## src/rtl/control_unit.sv

```systemverilog
// control_unit: multi-cycle sequencing FSM for the RV32I core.
// Walks FETCH -> DECODE -> EXEC -> [MEM] -> WB and drives every control input
// of the dataflow block. It also counts retired instructions and parks in a
// sticky HALT on an illegal opcode.
//
// All outputs except rs1/rs2/rd come straight from flops. Each flop's next
// value is computed from the state being entered, so strobes are clean
// single-cycle pulses that rise on the edge entering their state.
//
// Selects are decoded from insn on the DECODE->EXEC edge and then held
// through WB. The INSN register loads on insn_clk at the start of DECODE,
// so insn is stable by that edge. Because the selects are already valid
// during EXEC, the ALU compare flags are valid there too. The branch
// decision is sampled on the EXEC->WB edge.
//
// There is no valid/ready handshake in this block; all sequencing is
// implied by the state. dbg_state exposes the current state for checkers.
module control_unit (
  input  logic        clk,
  input  logic        reset,
  input  logic [31:0] insn,
  input  logic        EQ,
  input  logic        LS,
  input  logic        LU,
  output logic        insn_clk,
  output logic        pc_clk,
  output logic        rd_clk,
  output logic        pc_next_sel,
  output logic        pc_alu_sel,
  output logic        alu_sel_a,
  output logic        alu_sel_b,
  output logic        addr_sel,
  output logic [1:0]  rd_sel,
  output logic [2:0]  func,
  output logic        sub_sra,
  output logic [2:0]  mem_size,
  output logic [4:0]  rs1,
  output logic [4:0]  rs2,
  output logic [4:0]  rd,
  output logic        mem_we,
  output logic        illegal,
  output logic [31:0] instret,
  output logic [2:0]  dbg_state
);

  typedef enum logic [2:0] {
    S_FETCH  = 3'd0,
    S_DECODE = 3'd1,
    S_EXEC   = 3'd2,
    S_MEM    = 3'd3,
    S_WB     = 3'd4,
    S_HALT   = 3'd5
  } state_t;

  localparam logic [6:0] OPC_OP     = 7'h33;
  localparam logic [6:0] OPC_OPIMM  = 7'h13;
  localparam logic [6:0] OPC_LUI    = 7'h37;
  localparam logic [6:0] OPC_AUIPC  = 7'h17;
  localparam logic [6:0] OPC_JAL    = 7'h6F;
  localparam logic [6:0] OPC_JALR   = 7'h67;
  localparam logic [6:0] OPC_BRANCH = 7'h63;
  localparam logic [6:0] OPC_LOAD   = 7'h03;
  localparam logic [6:0] OPC_STORE  = 7'h23;
  localparam logic [6:0] OPC_FENCE  = 7'h0F;

  state_t state_q, state_d;

  logic        insn_clk_q, insn_clk_d;
  logic        pc_clk_q, pc_clk_d;
  logic        rd_clk_q, rd_clk_d;
  logic        pc_next_sel_q, pc_next_sel_d;
  logic        pc_alu_sel_q, pc_alu_sel_d;
  logic        alu_sel_a_q, alu_sel_a_d;
  logic        alu_sel_b_q, alu_sel_b_d;
  logic        addr_sel_q, addr_sel_d;
  logic [1:0]  rd_sel_q, rd_sel_d;
  logic [2:0]  func_q, func_d;
  logic        sub_sra_q, sub_sra_d;
  logic [2:0]  mem_size_q, mem_size_d;
  logic        mem_we_q, mem_we_d;
  logic        illegal_q, illegal_d;
  logic [31:0] instret_q, instret_d;

  // Decoded fields and select values for the instruction currently in insn
  logic [6:0] opcode;
  logic [2:0] funct3;
  logic       is_load, is_store, is_branch;
  logic       writes_rd, insn_bad, taken;
  logic       dec_pc_next_sel, dec_alu_sel_a, dec_alu_sel_b, dec_sub_sra;
  logic [1:0] dec_rd_sel;
  logic [2:0] dec_func;

  assign opcode = insn[6:0];
  assign funct3 = insn[14:12];
  assign rs1    = insn[19:15];
  assign rs2    = insn[24:20];
  assign rd     = insn[11:7];

  // Opcode decode: select values, opcode class and legality
  always_comb begin
    dec_pc_next_sel = 1'b0;
    dec_alu_sel_a   = 1'b0;
    dec_alu_sel_b   = 1'b0;
    dec_sub_sra     = 1'b0;
    dec_rd_sel      = 2'd0;
    dec_func        = 3'b000;
    is_load         = 1'b0;
    is_store        = 1'b0;
    is_branch       = 1'b0;
    writes_rd       = 1'b0;
    insn_bad        = 1'b0;
    case (opcode)
      OPC_OP: begin
        dec_func    = funct3;
        dec_sub_sra = insn[30];
        dec_rd_sel  = 2'd2;
        writes_rd   = 1'b1;
      end
      OPC_OPIMM: begin
        dec_func      = funct3;
        dec_alu_sel_b = 1'b1;
        dec_sub_sra   = (funct3 == 3'b101) ? insn[30] : 1'b0;
        dec_rd_sel    = 2'd2;
        writes_rd     = 1'b1;
      end
      OPC_LUI: begin
        dec_rd_sel = 2'd1;
        writes_rd  = 1'b1;
      end
      OPC_AUIPC: begin
        dec_alu_sel_a = 1'b1;
        dec_alu_sel_b = 1'b1;
        dec_rd_sel    = 2'd2;
        writes_rd     = 1'b1;
      end
      OPC_JAL: begin
        dec_alu_sel_a   = 1'b1;
        dec_alu_sel_b   = 1'b1;
        dec_pc_next_sel = 1'b1;
        dec_rd_sel      = 2'd3;
        writes_rd       = 1'b1;
      end
      OPC_JALR: begin
        dec_alu_sel_b   = 1'b1;
        dec_pc_next_sel = 1'b1;
        dec_rd_sel      = 2'd3;
        writes_rd       = 1'b1;
      end
      OPC_BRANCH: begin
        dec_sub_sra = 1'b1;
        is_branch   = 1'b1;
        insn_bad    = (funct3[2:1] == 2'b01);
      end
      OPC_LOAD: begin
        dec_alu_sel_b = 1'b1;
        dec_rd_sel    = 2'd0;
        is_load       = 1'b1;
        writes_rd     = 1'b1;
      end
      OPC_STORE: begin
        dec_alu_sel_b = 1'b1;
        is_store      = 1'b1;
      end
      OPC_FENCE: begin
      end
      // SYSTEM (ECALL/EBREAK) and every unknown opcode stop the core
      default: insn_bad = 1'b1;
    endcase
  end

  // Branch decision from the ALU compare flags
  always_comb begin
    taken = 1'b0;
    case (funct3)
      3'b000:  taken = EQ;
      3'b001:  taken = ~EQ;
      3'b100:  taken = LS;
      3'b101:  taken = ~LS;
      3'b110:  taken = LU;
      3'b111:  taken = ~LU;
      default: taken = 1'b0;
    endcase
  end

  // Next-state logic
  always_comb begin
    state_d = state_q;
    case (state_q)
      S_FETCH:  state_d = S_DECODE;
      S_DECODE: state_d = S_EXEC;
      S_EXEC: begin
        if (insn_bad)                  state_d = S_HALT;
        else if (is_load || is_store)  state_d = S_MEM;
        else                           state_d = S_WB;
      end
      S_MEM:    state_d = S_WB;
      S_WB:     state_d = S_FETCH;
      S_HALT:   state_d = S_HALT;
      default:  state_d = S_FETCH;
    endcase
  end

  // Output flop next values, chosen by the state being entered
  always_comb begin
    insn_clk_d    = 1'b0;
    pc_clk_d      = 1'b0;
    rd_clk_d      = 1'b0;
    mem_we_d      = 1'b0;
    pc_next_sel_d = pc_next_sel_q;
    pc_alu_sel_d  = pc_alu_sel_q;
    alu_sel_a_d   = alu_sel_a_q;
    alu_sel_b_d   = alu_sel_b_q;
    addr_sel_d    = addr_sel_q;
    rd_sel_d      = rd_sel_q;
    func_d        = func_q;
    sub_sra_d     = sub_sra_q;
    mem_size_d    = mem_size_q;
    illegal_d     = illegal_q;
    instret_d     = instret_q;
    case (state_d)
      S_FETCH, S_HALT: begin
        pc_next_sel_d = 1'b0;
        pc_alu_sel_d  = 1'b0;
        alu_sel_a_d   = 1'b0;
        alu_sel_b_d   = 1'b0;
        addr_sel_d    = 1'b0;
        rd_sel_d      = 2'd0;
        func_d        = 3'b000;
        sub_sra_d     = 1'b0;
        mem_size_d    = 3'b000;
        if (state_d == S_HALT) illegal_d = 1'b1;
      end
      S_DECODE: insn_clk_d = 1'b1;
      S_EXEC: begin
        pc_next_sel_d = dec_pc_next_sel;
        pc_alu_sel_d  = 1'b0;
        alu_sel_a_d   = dec_alu_sel_a;
        alu_sel_b_d   = dec_alu_sel_b;
        addr_sel_d    = 1'b0;
        rd_sel_d      = dec_rd_sel;
        func_d        = dec_func;
        sub_sra_d     = dec_sub_sra;
        mem_size_d    = funct3;
      end
      S_MEM: begin
        addr_sel_d = 1'b1;
        mem_we_d   = is_store;
      end
      S_WB: begin
        pc_clk_d  = 1'b1;
        rd_clk_d  = writes_rd && (rd != 5'd0);
        if (is_branch) pc_alu_sel_d = taken;
        instret_d = instret_q + 32'd1;
      end
      default: ;
    endcase
  end

  // State and output registers, cleared asynchronously by reset
  always_ff @(posedge clk or posedge reset) begin
    if (reset) begin
      state_q       <= S_FETCH;
      insn_clk_q    <= 1'b0;
      pc_clk_q      <= 1'b0;
      rd_clk_q      <= 1'b0;
      pc_next_sel_q <= 1'b0;
      pc_alu_sel_q  <= 1'b0;
      alu_sel_a_q   <= 1'b0;
      alu_sel_b_q   <= 1'b0;
      addr_sel_q    <= 1'b0;
      rd_sel_q      <= 2'd0;
      func_q        <= 3'b000;
      sub_sra_q     <= 1'b0;
      mem_size_q    <= 3'b000;
      mem_we_q      <= 1'b0;
      illegal_q     <= 1'b0;
      instret_q     <= 32'd0;
    end else begin
      state_q       <= state_d;
      insn_clk_q    <= insn_clk_d;
      pc_clk_q      <= pc_clk_d;
      rd_clk_q      <= rd_clk_d;
      pc_next_sel_q <= pc_next_sel_d;
      pc_alu_sel_q  <= pc_alu_sel_d;
      alu_sel_a_q   <= alu_sel_a_d;
      alu_sel_b_q   <= alu_sel_b_d;
      addr_sel_q    <= addr_sel_d;
      rd_sel_q      <= rd_sel_d;
      func_q        <= func_d;
      sub_sra_q     <= sub_sra_d;
      mem_size_q    <= mem_size_d;
      mem_we_q      <= mem_we_d;
      illegal_q     <= illegal_d;
      instret_q     <= instret_d;
    end
  end

  assign insn_clk    = insn_clk_q;
  assign pc_clk      = pc_clk_q;
  assign rd_clk      = rd_clk_q;
  assign pc_next_sel = pc_next_sel_q;
  assign pc_alu_sel  = pc_alu_sel_q;
  assign alu_sel_a   = alu_sel_a_q;
  assign alu_sel_b   = alu_sel_b_q;
  assign addr_sel    = addr_sel_q;
  assign rd_sel      = rd_sel_q;
  assign func        = func_q;
  assign sub_sra     = sub_sra_q;
  assign mem_size    = mem_size_q;
  assign mem_we      = mem_we_q;
  assign illegal     = illegal_q;
  assign instret     = instret_q;
  assign dbg_state   = state_q;

endmodule
```

## config.mk

```make
export PLATFORM = sky130hd
export DESIGN_NAME = control_unit
export DESIGN_NICKNAME = d
export VERILOG_FILES = /design/src/rtl/control_unit.sv
export SDC_FILE = /design/constraint.sdc
export NUM_CORES = 1
export LEC_CHECK = 0
export CORE_ASPECT_RATIO = 1.1
export CORE_UTILIZATION = 40
export DETAILED_ROUTE_END_ITERATION = 6
export PLACE_DENSITY = 0.74
export REMOVE_ABC_BUFFERS = 1
export SKIP_CTS_REPAIR_TIMING = 1
export SYNTH_ARGS = -nofsm -noshare
export SYNTH_HDL_FRONTEND = slang
export SYNTH_SLANG_ARGS = --single-unit
```

## constraint.sdc

```tcl
create_clock -name clk -period 2.19 [get_ports clk]
set_input_delay 0.219 -clock clk [delete_from_list [all_inputs] [get_ports clk]]
set_output_delay 0.219 -clock clk [all_outputs]
set_load 0.1 [all_outputs]
```

# ---- Yosys cells after proc, flatten, opt, wreduce, memory -nomap -nowiden
# Index checks and enable logic that the tools add are counted.
dict set report word_totals {
  register_bits 54
  latch_bits 0
  mem_bits_rw 0
  romBits 0
  input_bits 37
  output_inout_bits 69
  word_cells 96
  memories 0
}
dict set report op_classes {
  add_sub_neg 1
  multipliers 0
  n_div 0
  order_cmp 0
  eq_ne 26
  shift 0
  mux 30
  bitwise_logic 3
  reduce_logical 20
}
# op count
set ops {}
lappend ops {{32-bit by 1-bit adder with 32-bit output (second input constant)} 1}
lappend ops {{3-bit equality test (second input constant)} 7}
lappend ops {{7-bit by 6-bit equality test with 1-bit output (second input constant)} 3}
lappend ops {{7-bit equality test (second input constant)} 3}
lappend ops {{3-bit one-hot mux with 5 select lines} 1}
lappend ops {{7-bit by 5-bit equality test with 1-bit output (second input constant)} 2}
lappend ops {{1-bit one-hot mux with 2 select lines} 7}
lappend ops {{1-bit 2-to-1 mux} 13}
lappend ops {{3-bit by 2-bit equality test with 1-bit output (second input constant)} 4}
lappend ops {{3-bit one-hot mux with 2 select lines} 2}
lappend ops {{3-bit by 1-bit equality test with 1-bit output (second input constant)} 3}
lappend ops {{3-bit logical NOT} 3}
lappend ops {{3-bit 2-to-1 mux} 3}
lappend ops {{9-bit OR reduction} 1}
lappend ops {{2-bit OR reduction} 4}
lappend ops {{7-bit by 2-bit equality test with 1-bit output (second input constant)} 1}
lappend ops {{7-bit by 4-bit equality test with 1-bit output (second input constant)} 1}
lappend ops {{7-bit OR reduction} 1}
lappend ops {{1-bit one-hot mux with 6 select lines} 1}
lappend ops {{2-bit one-hot mux with 3 select lines} 1}
lappend ops {{2-bit nonzero test} 3}
lappend ops {{3-bit OR reduction} 2}
lappend ops {{6-bit OR reduction} 1}
lappend ops {{5-bit nonzero test} 1}
lappend ops {{8 further kinds} 11}

# ---- Longest topological paths before layout
dict set report logic_depth {
  word_depth 10
  ltp_mapped 8
  depth_no_buf 6
}

# ---- Worst setup path before layout
# Ideal clock, no wire load.
dict set report synth_timing {
  path_kind {register -> register}
  start {register instret_q[7] (netlist: instret[7])}
  end {register instret_q[25] (netlist: instret[25])}
  setup_time_ns 0.158
  arrival_ns 2.366
  required_time_ns 2.032
  setup_slack_ns -0.334
  stages_incl_launch_ff 8
  path_buffers 1
  path_cell_list {dfrtp_1 > nand4_2 > nor4_4 > and4_1 > and2_1 > buf_4 > nand4_1 > xnor2_1}
}
dict set report synth_via {
  elab_chain_len 1
}
# item line_no
set synth_rtl {}
lappend synth_rtl {{from (decl)} 82} ;# logic [31:0] instret_q, instret_d;
lappend synth_rtl {{from (signal assigned)} 294} ;# instret_q <= instret_d;
lappend synth_rtl {{32-bit by 1-bit adder with 32-bit output} 253} ;# instret_d = instret_q + 32'd1;
# Every way passes these cells.
# A chain may end at the register's enable or synchronous reset.

# ---- Worst setup path after layout
dict set report layout_timing {
  start {input insn[2]}
  end {register instret_q[9] (netlist: instret[9])}
}
dict set report layout_via {
  elab_chain_len 7
  word_cells_on_any_way 19
  cone_classes {eq/ne: 11; mux: 6; reduce/logical: 2}
}
# item line_no
set layout_rtl {}
lappend layout_rtl {{from (decl)} 21} ;# input logic [31:0] insn,
lappend layout_rtl {{parallel branches: the longest is 4 deep, another holds 9-bit OR reduction} --}
lappend layout_rtl {{3-bit 2-to-1 mux (*)} 192} ;# if (insn_bad) state_d = S_HALT;
lappend layout_rtl {{3-bit one-hot mux with 5 select lines (*)} 188} ;# case (state_q)
lappend layout_rtl {{3-bit equality test (*)} 220} ;# case (state_d)
# Mark *: on every way between the ends.

==> flow_summary_export.csv <==
group,metric,value,unit
detailed_routing,drtIter0Drc,84,
global_route,grt_use_total,0.180,
synthesis,asyncSetResetFlopFracSynth,1.00,
flow_run,cap_viol_max_count,0,
detailed_routing,wl_met3,374,um
clock_tree,insertion_delay,0.31,ns
detailed_routing,wl_met1,2.84,mm
clock_tree,clk_pin_slew_worst_paths,0.11,ns
sta,period_minus_slack,2.05,ns
detailed_routing,highest_layer,"met4",
synthesis,post-synth-top-area-cell,"dfrtp_1",
run_status,status,"complete, no violations",
global_route,antenna_found_initial,0,
layout,layoutNonFillerInstCount,432,
placement,place_hpwl,4.74,mm
sta,setup_violations,0,
power,power_density,506,mW/mm^2
synthesis,yosysMostFrequentCell,"dfrtp_1",
global_route,grt_pass1_vias,2061,
worst_setup_path,path_delay_family,"buffers and inverters",
power,power.leakage,1.74,nW
detailed_routing,wirelength,6.18,mm
worst_setup_path,crit_path_max_fanout,9,
placement,place_congestion,0.811,
layout,antennaDiodeCount,0,
worst_setup_path,end_kind,"register",
sta,finalSetupTns,0,ns
sta,relSlewSlack,0.618,
clock_tree,cts_tree,"yes",
sta,setup_slack,0.143,ns
layout,post-route-util,0.556,
sta,fmax,0.488,GHz
detailed_routing,drt_first_pass_iters,4,
clock_tree,cts_buffer_depth,2,
synthesis,synth-seq-area-share,0.492,
synthesis,synthTopCellsByCount,"dfrtp_1 (54), xnor2_1 (29), nand2_1 (25), buf_4 (19)",
synthesis,synth_area,0.00275,sq mm
detailed_routing,drc_errors,0,
synthesis,yosys.cell_types.count,49,
synthesis,netlist.area_leader.share,0.492,
detailed_routing,detail_route.wl_per_cell,14.3,um
sta,final-max-slew-violation-count,0,
detailed_routing,wl_met2,2.94,mm
clock_tree,htree_levels,2,
detailed_routing,via_per_inst,5.12,
die,dieArea,0.00721,sq mm
worst_setup_path,path_class,"input port to register",
worst_setup_path,cp.required,2.38,ns
power,peakVddDrop,0.000350,V
global_route,grt_pass1_wl,9.98,mm
detailed_routing,vias,2211,
worst_setup_path,cp_slowest_cell,"clkdlybuf4s50_1",
die,ios,106,
synthesis,synthCells,257,
layout,drive_gt1_frac,0.326,
sta,tightestPinTransition,0.572,ns
die,core,0.00663,sq mm
sta,fin_crit_sh,0.935,
worst_setup_path,start_kind,"input port",
synthesis,ys_ff_latch,54,
die,initial_core_util,0.414,
layout,multi_input_area,0.00118,sq mm
worst_setup_path,cp_num_buf_inv,2,
global_route,grt_max_degree,29,
synthesis,yosysWarnings,0,
sta,rsz0062_at_grt,"no",
worst_hold_path,hold_path.class,"input port to async pin",
sta,skew,0.00873,ns
synthesis,synth_ff_type,"dfrtp_1",
synthesis,avgSynthCellArea,10.7,sq um
worst_setup_path,arrival,2.24,ns
layout,syn_to_final_growth,34.3,%
layout,seqCellArea,0.00135,sq mm
placement,post-place-ws,-0.239,ns
sta,hold_violations,0,
synthesis,synthTopCellsByArea,"dfrtp_1 (49%), xnor2_1 (9.2%), buf_4 (5.2%), nand2_1 (3.4%), nand3_1 (2.4%)",
placement,dp.cells,424,
die,die_width,81.0,um
die,die_h,88.9,um
layout,finalNetCount,387,
placement,io_buffers,79,
die,fp-row-count,31,
worst_setup_path,path_cells,"clkdlybuf4s50_1 > and4bb_2 > a21oi_2 > o211a_1 > o211a_2 > buf_4 > nand4_1 > xnor2_1",
clock_tree,cts_buffers,5,
synthesis,synth_edf_count,0,
detailed_routing,ant_nets,0,
clock_tree,root_buffer,"clkbuf_8",
clock_tree,cts_sinks,54,
global_route,grt_overflow_total,0,
layout,fillers,613,
worst_setup_path,max_stage_delay,0.59,ns
-- cells in the final DEF (no fill, tap or decap), drive strengths merged, types with 2 or more instances in the layout --
| cell type | Yosys | layout |
|---|---|---|
| nor4 | 3 | 3 |
| inv | 7 | 8 |
| xor2 | 4 | 4 |
| mux2i | 3 | 3 |
| and3 | 6 | 6 |
| buf | 23 | 91 |
| or4 | 3 | 3 |
| nand2 | 25 | 25 |
| nor2 | 13 | 13 |
| clkbuf | 3 | 5 |
| nand3 | 13 | 13 |
| nand2b | 4 | 4 |
| nand4 | 11 | 11 |
| xnor2 | 29 | 29 |
| o211a | 2 | 2 |
| clkdlybuf4s50 | 0 | 20 |
| dfrtp | 54 | 54 |
| a21oi | 9 | 9 |
| nor3 | 6 | 6 |
| o21ai | 7 | 7 |
| and4 | 4 | 4 |
| a22o | 6 | 6 |
| a211oi | 2 | 2 |
| nand3b | 3 | 3 |
-- stage by stage --
stage / cell area [sq um] / power (mW) / hold WS, ns
finish: 3690 / 1.87 / 0.284
global route: 3690 / 1.94 / 0.328
CTS: 3690 / 1.89 / 0.293
detailed placement: 3570 / 1.20 / 0.440
global placement: 3570 / 1.20 / 0.440
floorplan: 2560 / 1.07 / 0.352
-- flip-flops by register name (all words and copies together), names as in the netlist, 2 cells and up --
name,flops
mem_size,3
func,3
dbg_state,3
instret,32
rd_sel,2
-- final cells by class --
cell class,instances,share of cell area
repair buffers,111,0.246
multi-input cells,170,0.321
well taps,82,0.0278
flip-flops and latches,54,0.366
inverters,7,0.00712
clock inverters,3,0.0132
clock buffers,5,0.0186
-- worst paths after layout --
| check | depth (start not counted) | slack (ns) | to | from |
|---|---|---|---|---|
| min in group clk | 0 | 0.44 | rs1[0] | insn[15] |
| max reg2reg | 6 | 0.21 | instret[31]$_DFFE_PP0P_ | instret[8]$_DFFE_PP0P_ |
| min | 2 | 0.28 | instret[20]$_DFFE_PP0P_ | reset |
| max in group asynchronous | 3 | 1.28 | dbg_state[1]$_DFF_PP0_ | reset |
| min reg2reg | 1 | 0.47 | instret[31]$_DFFE_PP0P_ | instret[31]$_DFFE_PP0P_ |
| max | 8 | 0.14 | instret[9]$_DFFE_PP0P_ | insn[2] |
-- routing by layer --
metal,up-vias,track usage
li1,1064,-
met1,1070,0.243
met4,0,0.0487
met5,-,0
met2,72,0.291
met3,5,0.0439
-- report_power, final --
group,switching (mW),internal [mW]
clock network,0.340,0.349
logic,0.106,0.0767
registers,0,0.996
-- cells by family after synthesis --
| group | Yosys count | share of synthesized area |
|---|---|---|
| DFF | 54 | 0.492 |
| AOI/OAI and AO/OA | 35 | 0.108 |
| xor gates and xnor gates | 33 | 0.105 |
| adders and majority gates | 1 | 0.00455 |
| muxes | 4 | 0.0150 |
| and+or+nand+nor | 97 | 0.198 |
| buffers and inverters | 33 | 0.0774 |
No activity file was read; power rests on OpenSTA's default activity.
